<file path="config.mk">
export PLATFORM = sky130hd
export DESIGN_NAME = aes_csr_req_bridge
export DESIGN_NICKNAME = d
export VERILOG_FILES = /design/src/rtl/aes_csr_pkg.sv /design/src/rtl/aes_csr_req_bridge.sv
export SDC_FILE = /design/constraint.sdc
export NUM_CORES = 1
export LEC_CHECK = 0
export CORE_MARGIN = 2
export CORE_UTILIZATION = 45
export CTS_BUF_LIST = sky130_fd_sc_hd__clkbuf_8
export CTS_CLUSTER_DIAMETER = 150
export DETAILED_ROUTE_END_ITERATION = 7
export GPL_ROUTABILITY_DRIVEN = 0
export GPL_TIMING_DRIVEN = 0
export PLACE_DENSITY = 0.95
export REMOVE_ABC_BUFFERS = 1
export SLEW_MARGIN = 20
export SYNTH_ARGS = -nofsm -noshare
export SYNTH_HDL_FRONTEND = slang
export SYNTH_SLANG_ARGS = --single-unit
</file>
<file path="constraint.sdc">
create_clock -name clk_i -period 2.85 [get_ports clk_i]
set_input_delay 0.4275 -clock clk_i [delete_from_list [all_inputs] [get_ports clk_i]]
set_output_delay 0.4275 -clock clk_i [all_outputs]
set_load 0.01 [all_outputs]
</file>
<file path="src/rtl/aes_csr_pkg.sv">
// Shared types and constants for the AES CSR request bridge.
package aes_csr_pkg;

  typedef enum logic [1:0] {
    IDLE,
    ACCESS,
    WAIT,
    RESP
  } aes_csr_bridge_state_e;

  localparam logic [31:0] AES_CSR_ADDR_LIMIT = 32'h0000_0100;
  localparam logic [1:0]  AES_CSR_ALIGN_MASK = 2'b11;

endpackage

</file>
<file path="src/rtl/aes_csr_req_bridge.sv">
// Turns a valid/ready CSR request into a one-cycle access strobe and returns
// read data / error on a valid/ready response channel, one request at a time.
module aes_csr_req_bridge
  import aes_csr_pkg::*;
#(
  parameter int unsigned           ADDR_WIDTH = 32,
  parameter int unsigned           DATA_WIDTH = 32,
  parameter int unsigned           RD_LATENCY = 1,
  parameter logic [ADDR_WIDTH-1:0] ADDR_LIMIT = ADDR_WIDTH'(AES_CSR_ADDR_LIMIT)
) (
  input  logic                  clk_i,
  input  logic                  rst_ni,
  input  logic                  req_valid_i,
  output logic                  req_ready_o,
  input  logic                  req_write_i,
  input  logic [ADDR_WIDTH-1:0] req_addr_i,
  input  logic [DATA_WIDTH-1:0] req_wdata_i,
  output logic                  acc_en_o,
  output logic                  wr_en_o,
  output logic [ADDR_WIDTH-1:0] addr_o,
  output logic [DATA_WIDTH-1:0] wdata_o,
  input  logic [DATA_WIDTH-1:0] rdata_i,
  output logic                  rsp_valid_o,
  input  logic                  rsp_ready_i,
  output logic [DATA_WIDTH-1:0] rsp_rdata_o,
  output logic                  rsp_err_o
);

  if (RD_LATENCY > 3) begin : g_bad_rd_latency
    $error("aes_csr_req_bridge: RD_LATENCY must be in 0..3");
  end

  localparam logic [1:0] LAT_LOAD = (RD_LATENCY == 0) ? 2'd0 : 2'(RD_LATENCY - 1);

  aes_csr_bridge_state_e state_reg;
  logic [1:0]            cnt_reg;
  logic                  write_reg;
  logic                  req_ready_reg;
  logic                  acc_en_reg;
  logic                  wr_en_reg;
  logic [ADDR_WIDTH-1:0] addr_reg;
  logic [DATA_WIDTH-1:0] wdata_reg;
  logic                  rsp_valid_reg;
  logic [DATA_WIDTH-1:0] rsp_rdata_reg;
  logic                  rsp_err_reg;
  logic                  illegal;

  assign illegal = (|(req_addr_i[1:0] & AES_CSR_ALIGN_MASK)) || (req_addr_i >= ADDR_LIMIT);

  always_ff @(posedge clk_i or negedge rst_ni) begin
    if (!rst_ni) begin
      state_reg     <= IDLE;
      cnt_reg       <= 2'd0;
      write_reg     <= 1'b0;
      req_ready_reg <= 1'b0;
      acc_en_reg    <= 1'b0;
      wr_en_reg     <= 1'b0;
      addr_reg      <= '0;
      wdata_reg     <= '0;
      rsp_valid_reg <= 1'b0;
      rsp_rdata_reg <= '0;
      rsp_err_reg   <= 1'b0;
    end else begin
      acc_en_reg <= 1'b0;
      wr_en_reg  <= 1'b0;
      case (state_reg)
        IDLE: begin
          if (req_valid_i && req_ready_reg) begin
            write_reg     <= req_write_i;
            addr_reg      <= req_addr_i;
            wdata_reg     <= req_wdata_i;
            req_ready_reg <= 1'b0;
            rsp_rdata_reg <= '0;
            if (illegal) begin
              // Rejected requests skip the access port entirely.
              state_reg     <= RESP;
              rsp_valid_reg <= 1'b1;
              rsp_err_reg   <= 1'b1;
            end else begin
              state_reg   <= ACCESS;
              acc_en_reg  <= 1'b1;
              wr_en_reg   <= req_write_i;
              rsp_err_reg <= 1'b0;
            end
          end else begin
            req_ready_reg <= 1'b1;
          end
        end
        ACCESS: begin
          if (write_reg) begin
            state_reg     <= RESP;
            rsp_valid_reg <= 1'b1;
          end else if (RD_LATENCY == 0) begin
            rsp_rdata_reg <= rdata_i;
            state_reg     <= RESP;
            rsp_valid_reg <= 1'b1;
          end else begin
            cnt_reg   <= LAT_LOAD;
            state_reg <= WAIT;
          end
        end
        WAIT: begin
          if (cnt_reg == 2'd0) begin
            rsp_rdata_reg <= rdata_i;
            state_reg     <= RESP;
            rsp_valid_reg <= 1'b1;
          end else begin
            cnt_reg <= cnt_reg - 2'd1;
          end
        end
        RESP: begin
          if (rsp_ready_i) begin
            state_reg     <= IDLE;
            rsp_valid_reg <= 1'b0;
            req_ready_reg <= 1'b1;
          end
        end
        default: state_reg <= IDLE;
      endcase
    end
  end

  assign req_ready_o = req_ready_reg;
  assign acc_en_o    = acc_en_reg;
  assign wr_en_o     = wr_en_reg;
  assign addr_o      = addr_reg;
  assign wdata_o     = wdata_reg;
  assign rsp_valid_o = rsp_valid_reg;
  assign rsp_rdata_o = rsp_rdata_reg;
  assign rsp_err_o   = rsp_err_reg;

endmodule

</file>
==> results of run 1 <==
-- placed cells by master (no fill, tap or decap), types with 2 or more instances in the layout --
master,n
clkdlybuf4s50_1,200
dfrtp_1,106
mux2_2,65
a22o_1,34
clkbuf_8,9
inv_1,7
o21ai_0,7
nor4_1,6
ha_1,5
nand2_1,4
nor2_1,3
nor3_1,3
clkinv_2,3
nor2b_1,2
o31ai_1,2
bufinv_16,2
buf_6,2
buf_16,2
-- cells by family after synthesis --
family / share of synthesized area
and+or+nand+nor: 0.0407
buffers and inverters: 0.0213
AOI/OAI and AO/OA: 0.0982
muxes: 0.180
adders and majority gates: 0.0152
DFF: 0.644
-- power by group through the flow --
stage / Clock (uW) / Combinational, uW / Sequential [uW]
final: 954 / 3340 / 2590
after CTS: 985 / 3360 / 2600
after global routing: 1040 / 3570 / 2690
after global placement: 0 / 3220 / 2570
after detailed placement: 0 / 3360 / 2610
after floorplan: 0 / 1200 / 2880
-- metrics by stage --
step	total power, uW	cell area [sq um]	instances	setup TNS, ns	utilization
2_1_floorplan	4080	4060	262	-22.18	-
3_3_place_gp	5800	6200	571	-341.04	0.704
3_5_place_dp	5970	6280	574	0	0.714
4_1_cts	6940	6490	589	0	0.737
5_1_grt	7300	6500	589	0	0.738
6_report	6880	6500	589	0	0.738
-- worst max-delay path: stages, from the launching register on --
cell	delay, ns
dfrtp_1	0.43
inv_1	0.11
ha_1	0.38
nor4b_2	0.36
nand4_1	0.22
o31ai_1	0.35
mux2i_1	0.21
-- area by class of cell --
type	instances	area (sq um)	share of cell area
well taps	108	135	0.0208
multi-input cells	149	1400	0.215
inverters	7	26.3	0.00404
repair buffers	204	2080	0.320
clock buffers	9	124	0.0191
flip-flops and latches	106	2650	0.408
clock inverters	6	82.6	0.0127
-- layer usage --
| layer | wire, um | share of wire | global-route usage |
|---|---|---|---|
| met1 | 4230 | 0.41 | 0.269 |
| met2 | 5130 | 0.49 | 0.365 |
| met3 | 754 | 0.073 | 0.0485 |
| met4 | 272 | 0.026 | 0.0832 |
| met5 | 0 | 0 | 0 |
-- worst paths after layout --
check | cells past startpoint | startpoint | slack, ns | end
min in group clk_i | 1 | rsp_rdata_o[4] | 0.51 | rsp_rdata_o[4]
worst max register to register | 6 | state_reg[1] | 0.71 | rsp_valid_o
worst max-delay path | 6 | state_reg[1] | 0.71 | rsp_valid_o
worst min-delay path | 1 | rst_ni | -0.002 | addr_o[17]
max in group asynchronous | 2 | rst_ni | 2.22 | rsp_rdata_o[31]
worst min register to register | 1 | rsp_rdata_o[4] | 0.51 | rsp_rdata_o[4]
==> flow_summary_export.csv, run 1 <==
group,metric,value,unit
cts,clock_latency_at_the_later_pin_of_the_worst_skew_pair,0.35,ns
timing,final.setup.worst_slack,0.715,ns
detailed_routing,drc,0,
placement,hpwlAfterDp,7920,um
yosys,yosys_warnings,0,
power_and_ir_drop,leakage_power_of_the_design,0.00278,uW
detailed_routing,detailroute.via_count,3078,
worst_setup_path,critical_setup_path_kind,"flip-flop to flip-flop",
cts,htreeDepth,3,
cts,clk_path_buf_depth,2,
placement,detailedPlace.worstSlack,0.595,ns
timing,slew_headroom,0.463,
timing,max_freq,0.468,GHz
timing,grt_setup_unrepaired,"no",
power_and_ir_drop,comb_power_share,0.485,
layout,fillCellCount,580,
floorplan,die_h,99.6,um
worst_setup_path,crit_path_end_kind,"flip-flop",
yosys,synthTopCellsByCount,"dfrtp_1 (106), mux2_2 (65), a22o_1 (34)",
cts,post_cts_hold_buffer_count,0,
yosys,synth_async_sr_flop_share,1.00,
floorplan,design.core.area,8810,sq um
yosys,yosys_most_used_dff,"dfrtp_1",
floorplan,starting_utilization_of_the_core_area,0.467,
power_and_ir_drop,power_frac_clock,0.139,
power_and_ir_drop,power_density,1060,nW/um^2
grt,global_route.usage.total,0.215,
floorplan,num_rows,34,
cts,tritoncts_buffers,9,
detailed_routing,wl_per_cell,17.6,um
timing,finalSetupViolCount,0,
grt,maximum_number_of_pins_on_one_net_before_global_route_repair,61,
cts,tritoncts,"done",
worst_setup_path,largest_fanout_on_the_critical_path,8,
yosys,synthDominantCellAreaShare,0.644,
yosys,synth.cell_area,4120,sq um
layout,area_growth,57.9,%
layout,final_net_count,583,
worst_setup_path,cp_data_arrival_time,2.40,ns
power_and_ir_drop,power_frac_seq,0.376,
yosys,seq_area_frac_synth,0.644,
worst_setup_path,required,3.12,ns
detailed_routing,number_of_routed_nets_with_antenna_violations,0,
timing,max_slew.worst_pin.slew,0.803,ns
detailed_routing,totalWireLength,10400,um
layout,final_layout_size_suffix_gt1_frac,0.185,
power_and_ir_drop,power.net_switching,2180,uW
detailed_routing,detail_route.iter0.violations,70,
status,outcome,"finished with violations",
timing,period_minus_slack,2.14,ns
cts,post_cts_resize_count,0,
detailed_routing,first_pass_iters,4,
placement,buffer_ports.inserted,201,
yosys,synth_area_leaders,"dfrtp_1 (64%), mux2_2 (18%), a22o_1 (7.2%)",
flow_run,maximum_capacitance_violations,0,
min_path,timing.hold.worst.class,"input pin to asynchronous set/reset pin",
worst_setup_path,cp-start-kind,"flip-flop",
timing,finClkSkew,0.0106,ns
detailed_routing,drt-vias-per-instance,5.23,
grt,globalRoute.totalOverflow,0,
timing,final_period_util,0.749,
yosys,synth.avg_cell_area,15.0,sq um
cts,post_cts_buffers,0,
yosys,synth_enable_flop_cells,0,
timing,drv_slew,0,
grt,wire_length_of_the_first_global_routing_pass,16800,um
power_and_ir_drop,vdd_ir_drop_max,0.592,mV
cts,clk_root_buffer_cell,"clkbuf_8",
grt,grt_pass1_vias,3343,
yosys,synth_top_area_cell,"dfrtp_1",
layout,antenna_cells,0,
status,failed_checks,"negative hold slack",
timing,hold_viol_final,3,
power_and_ir_drop,power.internal,4690,uW
yosys,ys_ff_latch,106,
power_and_ir_drop,switching_share,0.318,
floorplan,io-pin-count,202,
timing,final.hold.worst_slack,-0.00186,ns
cts,clk_transition_reported_paths,0.09,ns
cts,numClockSinks,106,
yosys,syn_inst,275,
floorplan,die_area,9930,sq um
floorplan,chipWidth,99.6,um
yosys,yosysUniqueCellTypes,30,
grt,grt_antenna_before_repair,0,
yosys,most_used_standard_cell_by_instance_count_after_synthesis,"dfrtp_1",
No activity file was read; power rests on OpenSTA's default activity.
==> run 2, diff against run 1 <==
Settings changed: CORE_UTILIZATION 45 to 38, PLACE_DENSITY 0.95 to 0.89.
Clock period 2.85 ns to 1.8 ns, I/O delays scaled along.
==> flow_summary_export.csv, run 2 (same netlist as run 1, synthesis figures left out) <==
group,metric,value,unit
status,outcome,"complete, no violations",
timing,hold_viol_final,0,
layout,final_cell_mix,"clkdlybuf4s50_1 (200), dfrtp_1 (105), mux2_2 (65)",
grt,grt_pass1_vias,3419,
grt,grt_antenna_before_repair,0,
timing,setup_total_negative_slack,0,ns
placement,hpwlAfterDp,8290,um
layout,fillCellCount,818,
worst_setup_path,largest_fanout_on_the_critical_path,4,
timing,slew_headroom,0.680,
worst_setup_path,cp-start-kind,"flip-flop",
layout,post_layout_nonfiller_instances,629,
placement,buffer_ports.inserted,201,
worst_setup_path,cp_common_cell,"o21ai_0",
cts,clock_latency_at_the_later_pin_of_the_worst_skew_pair,0.36,ns
timing,grt_setup_unrepaired,"yes",
detailed_routing,drc,0,
worst_setup_path,cp_num_buf_inv,1,
timing,max_slew.worst_pin.slew,0.479,ns
detailed_routing,top_signal_layer_used,"met4",
worst_setup_path,r2r.worst_path.cells,6,
timing,finalSetupViolCount,0,
grt,maximum_number_of_pins_on_one_net_before_global_route_repair,58,
detailed_routing,drt-vias-per-instance,5.02,
worst_setup_path,required,2.08,ns
grt,global_route.usage.total,0.198,
worst_setup_path,worst_path_largest_cell_delay,0.41,ns
cts,clk_path_buf_depth,2,
cts,clk_root_buffer_cell,"clkbuf_8",
worst_setup_path,crit-reg2reg-capture,"state_reg[0]",
layout,layout_commonest_cell,"clkdlybuf4s50_1",
detailed_routing,wl_met3,594,um
detailed_routing,wl_per_cell,17.8,um
worst_setup_path,crit_path_end_kind,"flip-flop",
worst_setup_path,critical_setup_path_kind,"flip-flop to flip-flop",
power_and_ir_drop,vdd_ir_drop_max,0.828,mV
detailed_routing,first_pass_iters,4,
grt,wire_length_of_the_first_global_routing_pass,17500,um
detailed_routing,detailroute.via_count,3156,
worst_setup_path,path_cells,"buf_4 -> ha_1 -> nor2b_1 -> nor3_1 -> o21ai_0 -> o21ai_0",
layout,area_growth,60.9,%
timing,max_freq,0.568,GHz
min_path,timing.hold.worst.class,"input pin to asynchronous set/reset pin",
timing,period_minus_slack,1.76,ns
cts,clk_transition_reported_paths,0.09,ns
detailed_routing,routed-wl-met2,6180,um
cts,tritoncts,"done",
worst_setup_path,rrSetupSlack,0.04,ns
placement,dp.cells,606,
timing,drv_slew,0,
detailed_routing,totalWireLength,11200,um
worst_setup_path,path_delay_family,"simple AND/OR/NAND/NOR gates",
power_and_ir_drop,power_density,1660,nW/um^2
power_and_ir_drop,leakage_power_of_the_design,0.00282,uW
timing,finClkSkew,0.00641,ns
timing,final_period_util,0.979,
worst_setup_path,crit_slowest_cell,"dfrtp_1",
floorplan,starting_utilization_of_the_core_area,0.385,
floorplan,die_h,108,um
floorplan,chipWidth,108,um
cts,tritoncts_buffers,9,
cts,numClockSinks,106,
floorplan,num_rows,38,
flow_run,maximum_capacitance_violations,0,
detailed_routing,detail_route.iter0.violations,94,
cts,htreeDepth,3,
layout,final_net_count,591,
floorplan,die_area,11700,sq um
layout,final_layout_size_suffix_gt1_frac,0.209,
layout,antenna_cells,0,
worst_setup_path,cp_data_arrival_time,2.04,ns
worst_setup_path,crit-reg2reg-launch,"state_reg[0]",
detailed_routing,met1_length,4170,um
grt,globalRoute.totalOverflow,0,
detailed_routing,number_of_routed_nets_with_antenna_violations,0,
floorplan,io-pin-count,202,
floorplan,design.core.area,10700,sq um
## run 2: cell count changes in the layout (fill, tap and decap cells not counted), sizes merged
cell,change
dlygate4sd3,+1
buf,+6
clkinv,-3
clkinvlp,+1
inv,+4
o21ai,+1
bufinv,-2
## run 2: timing repair
action / 4_1_cts / 5_1_grt
setup endpoints to repair: 91 / 92
pin swaps: 2 / 3
gates cloned: 1 / 0
setup buffers: 3 / 3
hold endpoints to repair: 49 / 0
resized for setup: 13 / 5
hold buffers: 1 / 0
## run 2: cell type report
cell class	instances	area, sq um	share of cell area
Sequential cell	106	2650	0.401
Tap cell	140	175	0.0264
Multi-Input combinational cell	150	1480	0.223
Timing Repair Buffer	211	2130	0.322
Clock buffer	9	124	0.0187
Clock inverter	6	30.0	0.00453
Inverter	7	26.3	0.00397
## run 2: power breakdown
group / switching [uW] / internal [uW]
Sequential: 598 / 3490
Combinational: 2310 / 3360
Clock: 752 / 477
Total: 3660 / 7330
## run 2: worst max-delay path by stage
stage	slack, ns	cells past startpoint	startpoint	end
floorplan	-1.39	4	state_reg[0]	addr_o[0]
global placement	-3.38	1	rst_ni	rsp_rdata_o[30]
detailed placement	-0.32	6	state_reg[1]	rsp_rdata_o[1]
CTS	0.009	6	state_reg[0]	rsp_valid_o
global route	-0.09	6	state_reg[0]	state_reg[0]
finish	0.04	6	state_reg[0]	state_reg[0]
## run 2: per-stage QoR
step	cell area (sq um)	hold slack, ns	utilization	setup slack (ns)	total power, uW
floorplan	4060	-0.0256	-	-1.39	6460
global placement	6240	0.487	0.584	-3.38	9220
global route	6620	0.460	0.619	-0.0850	11600
CTS	6590	0.410	0.616	0.00852	11000
detailed placement	6330	0.240	0.592	-0.324	9500
finish	6620	0.419	0.619	0.0384	11000
## run 2: metal layers
metal	track usage	up-vias
li1	-	1431
met1	0.225	1605
met2	0.347	99
met3	0.0585	21
met4	0.0833	0
met5	0	-
